[config.mk]
export PLATFORM = sky130hd
export DESIGN_NAME = tdm_demux
export DESIGN_NICKNAME = d
export VERILOG_FILES = /design/src/rtl/tdm_demux.sv
export SDC_FILE = /design/constraint.sdc
export NUM_CORES = 1
export LEC_CHECK = 0
export ABC_AREA = 1
export BUFFER_PORTS_ARGS = -buffer_cell sky130_fd_sc_hd__buf_2
export CAP_MARGIN = 20
export CORE_MARGIN = 1.5
export CORE_UTILIZATION = 50
export CTS_CLUSTER_DIAMETER = 40
export DETAILED_ROUTE_END_ITERATION = 12
export PLACE_DENSITY = 0.86
export SETUP_SLACK_MARGIN = 0.2
export SYNTH_ARGS = -nofsm -noshare
export SYNTH_HDL_FRONTEND = slang
export SYNTH_SLANG_ARGS = --single-unit
export TNS_END_PERCENT = 10
[constraint.sdc]
create_clock -name clk -period 3.1 [get_ports clk]
set_input_delay 0.62 -clock clk [delete_from_list [all_inputs] [get_ports clk]]
set_output_delay 0.62 -clock clk [all_outputs]
set_load 0.1 [all_outputs]
[src/rtl/tdm_demux.sv]
// TDM demultiplexer: routes a serialized beat stream into per-lane holding
// registers, tracking frame alignment with a HUNT/LOCKED state machine.
module tdm_demux #(
    parameter int WIDTH = 8,
    parameter int LANES = 4
) (
    input  logic                     clk,
    input  logic                     rst_n,
    input  logic                     in_valid,
    input  logic                     in_sof,
    input  logic [WIDTH-1:0]         in_data,
    output logic [LANES*WIDTH-1:0]   out_data,
    output logic [LANES-1:0]         out_valid,
    output logic                     frame_done,
    output logic                     sync_err,
    output logic                     locked
);

    localparam int CW = $clog2(LANES);
    localparam logic [CW-1:0] LAST_LANE = CW'(LANES - 1);
    localparam logic [CW-1:0] ONE       = CW'(1);

    typedef enum logic {HUNT, LOCKED} state_t;

    state_t                  state_q, state_d;
    logic [CW-1:0]           cnt_q, cnt_d;
    logic [WIDTH-1:0]        data_q [LANES];
    logic [LANES-1:0]        valid_q, valid_d;
    logic                    done_q, done_d;
    logic                    err_q, err_d;
    logic                    wr_en;
    logic [CW-1:0]           wr_lane;

    always_ff @(posedge clk) begin
        if (!rst_n) begin
            state_q <= HUNT;
            cnt_q   <= '0;
            valid_q <= '0;
            done_q  <= 1'b0;
            err_q   <= 1'b0;
            for (int k = 0; k < LANES; k++) data_q[k] <= '0;
        end else begin
            state_q <= state_d;
            cnt_q   <= cnt_d;
            valid_q <= valid_d;
            done_q  <= done_d;
            err_q   <= err_d;
            if (wr_en) data_q[wr_lane] <= in_data;
        end
    end

    always_comb begin
        state_d = state_q;
        cnt_d   = cnt_q;
        wr_en   = 1'b0;
        wr_lane = '0;
        done_d  = 1'b0;
        err_d   = 1'b0;
        valid_d = '0;
        if (in_valid) begin
            unique case (state_q)
                HUNT: begin
                    // Non-SOF beats are dropped silently until alignment is found.
                    if (in_sof) begin
                        wr_en   = 1'b1;
                        cnt_d   = ONE;
                        state_d = LOCKED;
                    end
                end
                LOCKED: begin
                    if (in_sof) begin
                        // Early SOF truncates the current frame and resyncs on this beat.
                        err_d = (cnt_q != '0);
                        wr_en = 1'b1;
                        cnt_d = ONE;
                    end else if (cnt_q == '0) begin
                        err_d   = 1'b1;
                        cnt_d   = '0;
                        state_d = HUNT;
                    end else begin
                        wr_en   = 1'b1;
                        wr_lane = cnt_q;
                        if (cnt_q == LAST_LANE) begin
                            done_d = 1'b1;
                            cnt_d  = '0;
                        end else begin
                            cnt_d = cnt_q + ONE;
                        end
                    end
                end
                default: state_d = HUNT;
            endcase
        end
        if (wr_en) valid_d[wr_lane] = 1'b1;
    end

    always_comb begin
        for (int k = 0; k < LANES; k++) out_data[k*WIDTH +: WIDTH] = data_q[k];
    end

    assign out_valid  = valid_q;
    assign frame_done = done_q;
    assign sync_err   = err_q;
    assign locked     = (state_q == LOCKED);

endmodule

==> flow_metrics.tcl, run 1 <==
set metrics [dict create \
    grt_pass1_wl_um 4880 \
    path_delay_family "simple AND/OR/NAND/NOR gates" \
    async_reset_ff_share_pct 0 \
    ys_types 17 \
    antenna_found_initial 0 \
    start_kind "flip-flop" \
    antennaDiodeCount 0 \
    crit_arrival_ns 2.17 \
    multiInputGateArea_um2 412 \
    powerDensity_mw_per_mm2 610 \
    cp_slowest_stage_delay_ns 0.41 \
    portBuffers 50 \
    cts_resized 0 \
    cts_made_buffers 5 \
    critPathKind "flip-flop to flip-flop" \
    setup_viol 0 \
    area.sequential_mm2 0.00114 \
    worst_slew_pin_slew_ns 0.493 \
    nFillCells 247 \
    wirelength_um 3170 \
    peakVddDrop_uv 322 \
    p_leak_nw 0.900 \
    start_util_pct 53.5 \
    netlist_area_mm2 0.00165 \
    yosys_most_used_dff "edfxtp_1" \
    num_vias 1197 \
    finalClockSkew_ns 0.00519 \
    root_buffer "clkbuf_4" \
    rows 20 \
    syn_area_per_cell_um2 12.1 \
    hold_viol_final 0 \
    fmax_mhz 473 \
    ys_top_cells_by_area "edfxtp_1 58%, dfxtp_1 11%, nor3_1 5.2%" \
    overflow 0 \
    post_cts_buffers 0 \
    power.total_w 0.00124 \
    required_ns 3.16 \
    critPathLaunch "cnt_q[0]" \
    drc_errors 0 \
    cap_violations 0 \
    drv_slew 0 \
    htreeDepth 2 \
    nNetsFinal 210 \
    place_congestion 0.743 \
    drive_above_1_share_pct 36.9 \
    core_area_mm2 0.00308 \
    crit_path_cell_trace "inv_1 > ha_1 > ha_1 > nand2_1 > nand3_2 > o21ai_0 > buf_4" \
    setup-tns-final_ns 0 \
    yosysTopAreaCell "edfxtp_1" \
    hold_path.class "input pin to flip-flop" \
    post-route-period-util_pct 68.2 \
    clockBufferDepth 2 \
    postCtsHoldBufs 0 \
    rsz0062_at_grt "false" \
    die_h_um 60.4 \
    synth_top_area_share_pct 58.4 \
    yosysWarnings 0 \
    syn_to_final_growth_pct 23.5 \
    outcome "finished clean" \
    drtPass1Iterations 4 \
    final_cells 239 \
    path_clk_slew_ns 0.11 \
    die_w_um 60.4 \
    ioPinCount 51 \
    ys_seq_area_share_pct 69.4 \
    dp.cells 231 \
    hpwlAfterDp_um 2380 \
    netlist_instances 136 \
    end_kind "flip-flop" \
    ys_ff_latch 41 \
    worstHoldStart "in_valid" \
    vias_per_cell 5.01 \
    synth_edf_count 32 \
    dieArea_mm2 0.00364 \
    critical_path_peak_fanout 20 \
    grtUsageTotal_pct 19.0 \
    antenna_left 0 \
    drtIter0Drc 27 \
    cp_num_buf_inv 2 \
    grt_pass1_vias 1109 \
    period_needed_ns 2.11 \
    grt_max_degree 21 \
    cp_common_cell "ha_1" \
    clock-sinks 41 \
    r2r_start "cnt_q[0]" \
    cts_tree "yes" \
    crit_slowest_cell "dfxtp_1" \
    max_slew_margin_pct 67.4 \
    synth_fp_nets 152 \
    wire_per_inst_um 13.3 \
    insertion_delay_ns 0.34 \
]
## kinds of logic (layout without fill, tap and decap cells)
kind of cell | count (synthesis) | in the layout | share of synthesized area [%]
and+or+nand+nor | 64 | 64 | 19.7
DFF | 41 | 41 | 69.4
buffers and inverters | 20 | 79 | 5.63
AOI/OAI and AO/OA | 7 | 7 | 2.28
adders and majority gates | 4 | 4 | 3.04
## path summary, 6_finish.rpt
check / end / slack (ns) / cells after the start
worst max-delay path: data_q[2][2] / 0.99 / 7
worst min-delay path: locked / 0.53 / 2
worst max register to register: data_q[2][2] / 0.99 / 7
worst min register to register: locked / 0.58 / 2
## per-layer routing
metal  global-route usage, %  routed length, µm
met4                    7.62                 32
met2                    35.2               1700
met5                       0                  0
met3                    5.97                201
met1                    19.9               1240
## sequential cells by signal, summed over array words and instances, names as in the netlist
| name | cells |
|---|---|
| data_q | 32 |
| out_valid | 4 |
| cnt_q | 2 |
| frame_done | 1 |
| locked | 1 |
| sync_err | 1 |
## metrics by stage
step                      hold WS (ns)  worst slack, ns  util [%]  area (µm²)
after global placement           0.535            0.990      63.5        1960
final                            0.533            0.987      66.0        2030
after floorplan                  0.515            0.526         -        1650
after detailed placement         0.547            0.898      63.5        1960
after CTS                        0.518            0.999      66.0        2030
after global routing             0.525            0.816      66.0        2030
## worst reg2reg max path, delay by kind of cell, from the launching register on
| family | cells | cell delay, ns |
|---|---|---|
| AOI/OAI and AO/OA | 1 | 0.27 |
| DFF | 1 | 0.41 |
| adders and majority gates | 2 | 0.42 |
| buffers and inverters | 2 | 0.30 |
| and+or+nand+nor | 2 | 0.43 |
## area by class of cell
type / instances / share of cell area (%)
Sequential cell: 41 / 56.2
Clock inverter: 2 / 1.72
Inverter: 16 / 2.96
Tap cell: 44 / 2.71
Multi-Input combinational cell: 75 / 20.3
Clock buffer: 6 / 2.03
Timing Repair Buffer: 55 / 14.2
## cell usage in the layout (no fill, tap or decap), drive strengths merged
cell / instances
a21oi: 1
buf: 55
bufinv: 1
clkbuf: 6
clkinv: 1
dfxtp: 9
edfxtp: 32
ha: 4
inv: 16
nand2: 16
nand3: 5
nand4: 1
nor2: 18
nor3: 24
o21ai: 5
o31ai: 1
## power by group
group	switching [W]	internal, W	leakage, nW	total, W
combinational	0.000243	0.0000368	0.452	0.000279
clock	0.000164	0.000169	0.0422	0.000333
sequential	0.00000930	0.000619	0.406	0.000628
total	0.000415	0.000825	0.900	0.00124
## cells in the mapped netlist (2+ instances only)
master and number:
edfxtp_1 32, buf_2 2, dfxtp_1 9, inv_1 16, nand2_2 2, nor3_2 7, ha_1 4, o21ai_0 5
nor2_1 18, nand3_1 4, buf_6 2, nand2_1 14, nor3_1 17
Power figures use the tool's default switching activity.
==> inputs of run 2 (changes only) <==
==> constraint.sdc (replaced) <==
create_clock -name clk -period 2.1 [get_ports clk]
set_input_delay 0.42 -clock clk [delete_from_list [all_inputs] [get_ports clk]]
set_output_delay 0.42 -clock clk [all_outputs]
set_load 0.1 [all_outputs]
==> run 2 against run 1 <==
Sequential share of layout area grew 0.68 points. Flip-flop and latch count did not move. Count of clock-buffer cells in the layout unchanged. Core utilization fell by 0.57 points. Clock skew up 0.0018 ns. Die area unchanged. First-iteration DRC count is 41% higher. Largest cell class unchanged.
==> flow_metrics.tcl, run 2 (synthesis gave the netlist of run 1 again) <==
set metrics [dict create \
    path_delay_family "flip-flops" \
    critical_path_peak_fanout 8 \
    cts_resized 0 \
    syn_to_final_growth_pct 22.4 \
    postCtsHoldBufs 0 \
    grt_max_degree 38 \
    grtUsageTotal_pct 19.2 \
    period_needed_ns 1.86 \
    drv_slew 0 \
    outcome "finished clean" \
    htreeDepth 2 \
    final_cell_mix "50 x buf_2, 32 x edfxtp_1, 18 x nor2_1" \
    dp.cells 231 \
    clock-sinks 41 \
    crit_arrival_ns 1.86 \
    die_h_um 60.4 \
    place_congestion 0.771 \
    final_common_cell "buf_2" \
    required_ns 2.10 \
    cp_num_buf_inv 1 \
    holdWs_ns 0.325 \
    cp_slowest_stage_delay_ns 0.45 \
    p_leak_nw 0.890 \
    finalClockSkew_ns 0.00697 \
    antennaDiodeCount 0 \
    hold_path.class "input pin to flip-flop" \
    p_int_w 0.00110 \
    peakVddDrop_uv 434 \
    crit_path_cell_trace "inv_1 > ha_1 > ha_1 > nand2_1 > nand3_2 > o21ai_2" \
    path_clk_slew_ns 0.11 \
    dieArea_mm2 0.00364 \
    seqPwrFrac_pct 54.3 \
    post_cts_buffers 0 \
    drc_errors 0 \
    cts_made_buffers 5 \
    ioPinCount 51 \
    worst-path-stages 6 \
    drtPass1Iterations 5 \
    cts_tree "yes" \
    r2r_slack_ns 0.24 \
    switching_power_w 0.000612 \
    rsz0062_at_grt "true" \
    start_kind "flip-flop" \
    clockBufferDepth 2 \
    end_kind "flip-flop" \
    post-route-period-util_pct 88.6 \
    overflow 0 \
    setup_viol 0 \
    rows 20 \
    hpwlAfterDp_um 2340 \
    fmax_mhz 538 \
    top_register "data_q" \
    wirelength_um 3190 \
    core_area_mm2 0.00308 \
    portBuffers 50 \
    hold_path_depth 2 \
    critPathKind "flip-flop to flip-flop" \
    start_util_pct 53.5 \
    antenna_left 0 \
    fin_util_pct 65.4 \
    preCtsSetupSlack_ns 0.262 \
    cp_common_cell "ha_1" \
    wire_per_inst_um 13.3 \
    grt_pass1_wl_um 4960 \
    clockPowerShare_pct 21.5 \
    max_slew_margin_pct 67.4 \
    ff2ff_path_depth 6 \
    nNetsFinal 210 \
    worst_slew_pin_slew_ns 0.492 \
    cap_violations 0 \
    nFillCells 256 \
    powerDensity_mw_per_mm2 847 \
    largest_register_ffs 32 \
    setup_slack_ns 0.240 \
    die_w_um 60.4 \
    drive_above_1_share_pct 37.9 \
    grt_pass1_vias 1146 \
    switching_share_pct 35.9 \
    combPwrFrac_pct 24.2 \
    hold_viol_final 0 \
    crit_slowest_cell "dfxtp_1" \
    setup-tns-final_ns 0 \
    final_cells 239 \
    drtIter0Drc 38 \
    root_buffer "clkbuf_4" \
    antenna_found_initial 0 \
    insertion_delay_ns 0.34 \
    num_vias 1207 \
    vias_per_cell 5.05 \
]
-- run 2: cell types whose count changed in the layout (fill, tap and decap cells not counted), sizes merged --
cell	before	now
clkinv	1	2
bufinv	1	0
-- run 2: through the flow --
stage	instance area (µm²)	power (W)
final	2010	0.00171
after global routing	2010	0.00176
after CTS	2010	0.00172
after detailed placement	1960	0.00136
after global placement	1960	0.00135
after floorplan	1650	0.00129
-- run 2: cell type report --
type / instances / area (µm²) / share of cell area, %
clock buffer: 6 / 41.3 / 2.05
clock inverter: 2 / 10.0 / 0.497
inverter: 16 / 60.1 / 2.98
multi-input combinational: 75 / 415 / 20.6
sequential: 41 / 1140 / 56.8
tap: 44 / 55.1 / 2.73
timing repair buffer: 55 / 288 / 14.3
-- run 2: power by group through the flow --
stage	logic (W)	clock network (W)	registers [W]
3_5_place_dp	0.000412	0	0.000947
3_3_place_gp	0.000407	0	0.000945
4_1_cts	0.000413	0.000379	0.000928
2_1_floorplan	0.0000664	0	0.00123
5_1_grt	0.000429	0.000402	0.000932
6_report	0.000413	0.000367	0.000928
-- run 2: worst paths after layout --
kind,from,endpoint
worst min register to register,locked,locked
worst max-delay path,cnt_q[1],data_q[2][0]
worst max register to register,cnt_q[1],data_q[2][0]
worst min-delay path,in_valid,locked
-- run 2: layer usage --
metal | vias to the layer above | routed length, µm | global-route usage, %
met1 | 561 | 1260 | 20.3
met2 | 55 | 1640 | 34.0
li1 | 583 | - | -
met4 | 0 | 59 | 9.84
met3 | 8 | 222 | 6.61
met5 | - | 0 | 0
